===== src/rtl/full_adder_pkg.sv =====
// Shared constants for the registered ripple-carry full_adder.
// The optional FULL_ADDER_OVF_EN build adds a registered signed-overflow output.
package full_adder_pkg;

    localparam int FA_WIDTH_DEFAULT = 1;
    localparam int FA_WIDTH_MAX     = 64;

endpackage : full_adder_pkg


===== src/rtl/fa_cell.sv =====
// Purely combinational 1-bit full adder cell; the ripple chain in full_adder is
// built from copies of this cell.
module fa_cell (
    input  logic a,
    input  logic b,
    input  logic cin,
    output logic s,
    output logic cout
);

    assign s    = a ^ b ^ cin;
    assign cout = (a & b) | (a & cin) | (b & cin);

endmodule : fa_cell


===== src/rtl/full_adder.sv =====
// Registered WIDTH-bit ripple-carry adder: {ripout, c} = a + b + ripin, one cycle later.
// Define FULL_ADDER_OVF_EN to add the registered two's-complement overflow output ovf.
module full_adder
    import full_adder_pkg::*;
#(
    parameter int WIDTH = FA_WIDTH_DEFAULT
) (
    input  logic             clk,
    input  logic             rst_n,
    input  logic             in_valid,
    input  logic [WIDTH-1:0] a,
    input  logic [WIDTH-1:0] b,
    input  logic             ripin,
    output logic             out_valid,
    output logic [WIDTH-1:0] c,
    output logic             ripout
`ifdef FULL_ADDER_OVF_EN
   ,output logic             ovf
`endif
);

    generate
        if (WIDTH < 1 || WIDTH > FA_WIDTH_MAX) begin : g_bad_width
            $error("full_adder: WIDTH must be in 1..64");
        end
    endgenerate

    // k[i] is the carry into bit i; k[0] is the external carry-in.
    logic [WIDTH:0]   k;
    logic [WIDTH-1:0] sum;

    assign k[0] = ripin;

    generate
        for (genvar i = 0; i < WIDTH; i++) begin : g_cell
            fa_cell u_cell (
                .a    (a[i]),
                .b    (b[i]),
                .cin  (k[i]),
                .s    (sum[i]),
                .cout (k[i+1])
            );
        end
    endgenerate

    // Handshake: valid-only, no ready. Operands are taken on every rising edge
    // with in_valid=1; out_valid is high for exactly the cycle after each such
    // edge. Idle cycles leave the result registers untouched, so undriven
    // operands never reach c/ripout.
    always_ff @(posedge clk or negedge rst_n) begin
        if (!rst_n) begin
            out_valid <= 1'b0;
            c         <= '0;
            ripout    <= 1'b0;
`ifdef FULL_ADDER_OVF_EN
            ovf       <= 1'b0;
`endif
        end else begin
            out_valid <= in_valid;
            if (in_valid) begin
                c      <= sum;
                ripout <= k[WIDTH];
`ifdef FULL_ADDER_OVF_EN
                ovf    <= k[WIDTH] ^ k[WIDTH-1];
`endif
            end
        end
    end

endmodule : full_adder


===== config.mk =====
export PLATFORM = sky130hd
export DESIGN_NAME = full_adder
export DESIGN_NICKNAME = d
export VERILOG_FILES = /design/src/rtl/full_adder_pkg.sv /design/src/rtl/fa_cell.sv /design/src/rtl/full_adder.sv
export SDC_FILE = /design/constraint.sdc
export NUM_CORES = 1
export LEC_CHECK = 0
export ABC_AREA = 1
export ABC_CLOCK_PERIOD_IN_PS = 1200
export CORE_AREA = 2 2 39 41
export CTS_CLUSTER_DIAMETER = 150
export DETAILED_ROUTE_END_ITERATION = 8
export DIE_AREA = 0 0 41 43
export PLACE_DENSITY_LB_ADDON = 0.08
export SYNTH_ARGS = -nofsm -noshare
export SYNTH_HDL_FRONTEND = slang
export SYNTH_SLANG_ARGS = --single-unit

===== constraint.sdc =====
create_clock -name clk -period 1.2 [get_ports clk]
set_input_delay 0.24 -clock clk [delete_from_list [all_inputs] [get_ports clk]]
set_output_delay 0.24 -clock clk [all_outputs]
set_load 0.005 [all_outputs]

==> parameters.txt <==
Parameter                              Value

STA
  Final critical-path required period ... ~1.1 ns
  Total negative slack ... 0 ns
  Count of final hold-check violations ... 0
  Total count of max-transition violations in the final report ... 0
  RSZ-0062 raised after global routing ... no
  Fmax ... 872 MHz
  Period Utilization, post-route ... 95.6%
  Worst slew margin ... 90.7%
  Measured slew at the worst slew-check pin ... roughly 0.14 ns
  Final setup violation count ... 0
  Clock tree skew after final layout ... 0 ns

Critical path
  Sort of element at the end of the critical path ... flop
  Worst path cell trace ... clkdlybuf4s50_1 -> fa_1 -> nand2_1 -> nand2_1
  Capturing point of the worst reg2reg path ... ripout
  Data required time at the worst endpoint ... 1.37 ns
  Data arrival time of the critical path ... 1.32 ns
  Slowest CP cell ... sky130_fd_sc_hd__fa_1
  Category of the worst setup path launch point ... primary input
  Max FO, Critical Path ... 1
  Crit Path Class ... primary input to flop
  Largest stage delay on the critical path ... 0.54 ns
  Worst Reg-to-Reg Cells ... 2
  Most common cell type on the critical path ... sky130_fd_sc_hd__nand2_1
  Reg-to-reg setup timing slack ... 0.61 ns
  FF-to-FF Start ... ripout

Detailed routing
  Number of design rule violations left after detail routing ... 0
  Number of antenna-violating nets in the routed design ... 0
  Via total after detailed routing ... 106
  Vias per cell ... 2.72
  Total detailed-routing wirelength ... 274 µm
  Number of DRC markers after the initial detailed-route iteration ... 0
  WL/cell ... 7.03 µm
  Detailed-router iteration count before antenna repair ... 1

Cells and area
  Most used cells in the layout excluding fill and tap cells ... sky130_fd_sc_hd__nand2_1 (6), sky130_fd_sc_hd__clkdlybuf4s50_1 (5), sky130_fd_sc_hd__dfrtp_1 (3), sky130_fd_sc_hd__clkbuf_4 (3), sky130_fd_sc_hd__dlygate4sd2_1 (3)
  Fin util ... 17.6%
  Post-route standard cell area excluding fillers ... ~240 µm²
  Filler Cells Inserted ... 163
  Share of cells above drive strength 1 ... 13.0%
  Area taken by flip-flops and latches ... 75.1 µm²
  Diodes inserted ... 0
  Most common cell after layout, fill and taps aside ... sky130_fd_sc_hd__nand2_1
  Filler-free cell count of the finished design ... 39
  Final nets ... 31
  Area of the multi-input gates ... 42.5 µm²
  Layout overhead on the synthesized area ... 101%

Flow run
  Reported max-cap violation count ... 0

Clocking
  Clock-pin slew on the worst setup and hold paths ... about 0.030 ns
  Post-CTS setup repair buffer count ... 0
  Total clock sinks ... 3
  Hold buffer count at CTS ... 0
  Number of clock buffers inserted by TritonCTS ... 3
  H-tree levels ... 1
  Insertion delay to the later sink of the worst-skew pair ... ~0.23 ns
  CTS max path bufs ... 2
  Clock tree from TritonCTS ... done
  Root buffer cell ... sky130_fd_sc_hd__clkbuf_4

Synthesis
  Top cells by area in the synthesized netlist ... sky130_fd_sc_hd__dfrtp_1 (62%), sky130_fd_sc_hd__nand2_1 (19%), sky130_fd_sc_hd__fa_1 (16%), sky130_fd_sc_hd__inv_1 (3.1%)
  Ys Warns ... 0
  Number of different library cells in the post-synthesis netlist ... 4
  Mean instance size in the synthesized netlist ... between 10 and 15 µm²
  Syn Nets ... 18
  Area fraction of the dominant cell type after synthesis ... 61.9%
  Syn Inst Count ... 11
  Share of synthesized area occupied by flip-flops and latches ... about three fifths
  Register bit total from synthesis ... 3
  Cell accounting for the most synthesized area ... sky130_fd_sc_hd__dfrtp_1
  Synthesized area ... 121 µm²

Global route
  Overall Global Routing Usage ... about 4.6%
  Number of global-route vias before repair ... ~130
  Global-route wire length before repair ... between 400 and 500 µm
  Largest net degree at the start of global routing ... 5
  Initial antenna violation count ... 0
  Leftover overflow at the end of global routing ... 0

Pwr
  Fraction of power consumed by combinational cells ... 14.3%
  Peak ir drop on the vdd network ... 0.000141 V
  Final Total Pwr ... approximately 340 µW
  Leak ... ~0.00012 µW
  Switch Pwr ... between 70 and 80 µW
  Total power divided by cell area ... 1390 mW/mm²
  Fraction of power spent switching nets ... between 20% and 30%
  Share of total power in the clock network ... roughly 50%
  Internal ... 267 µW
  Sequential Power Share ... between 30% and 40%

Floorplan
  Number of ports placed on the die boundary ... 9
  Die extent in x ... between 40 and 50 µm
  Core Rows ... 14
  Die Height ... 43 µm
  Full die area ... 0.00176 mm²
  Core Footprint ... 0.00138 mm²
  Effective utilization at floorplan ... 8.77%

Min path
  Hold Path Class ... primary input to async pin

Placement
  Post-DP Area ... between 200 and 250 µm²
  Port bufs ... 8
  Placed cells ... 35
  Global placement routability congestion ... 0.599

Outcome
  Result of the run ... finished, final reports clean
how the worst max path moves through the flow:
stage,start,end,slack (ns),cells after the start
2_1_floorplan,a,c,0.29,3
3_3_place_gp,a,c,-0.19,4
3_5_place_dp,a,c,-0.19,4
4_1_cts,a,c,0.05,4
5_1_grt,b,c,0.03,4
6_report,a,c,0.05,4
timing repair:
action                                  in CTS  in global routing
endpoints found under the setup margin       3                  0
gates resized for setup                      3                  0
hold endpoints to repair                     0                  0
logic make-up after synthesis:
family                   after synthesis  synth area share, %
adder cells (fa/ha/maj)                1                 16.5
flip-flops                             3                 61.9
AND/OR/NAND/NOR                        6                 18.6
buffers and inverters                  1                 3.09
Yosys cell counts (all sizes together):
library cell  number
dfrtp              3
nand2              6
inv                1
fa                 1
area by class of cell:
class                      instances  area share, %
clock buffer                       4           10.8
inverter                           1           1.54
multi-input combinational          7           17.4
sequential                         3           30.8
tap                               16           8.21
timing repair buffer               8           31.3
metal layers:
layer	global-route usage (%)	routed length (µm)
met1	3.87	104
met2	4.69	144
met4	12.0	0
met5	0	0
met3	0.524	25
worst max-delay path, delay by kind of cell:
family                   cells  cell delay (ns)
adder cells (fa/ha/maj)      1             0.54
AND/OR/NAND/NOR              2             0.11
buffers and inverters        1             0.43
power by group through the flow:
stage	Combinational (µW)	Sequential, µW	Clock (µW)
final	48.7	117	174
after CTS	49.7	117	185
after detailed placement	56.8	119	0
after global placement	57.8	119	0
after floorplan	11.8	119	0
after global routing	54.4	118	186
through the flow:
step	hold slack, ns	setup WS, ns
after CTS	0.187	0.0532
final	0.192	0.0527
after detailed placement	0.435	-0.191
after floorplan	-0.0556	0.290
after global routing	0.202	0.0275
after global placement	0.441	-0.185
sequential cells by signal (all words and copies together) (netlist names):
register and count:
out_valid 1, c 1, ripout 1
No activity file was read; power rests on OpenSTA's default activity.
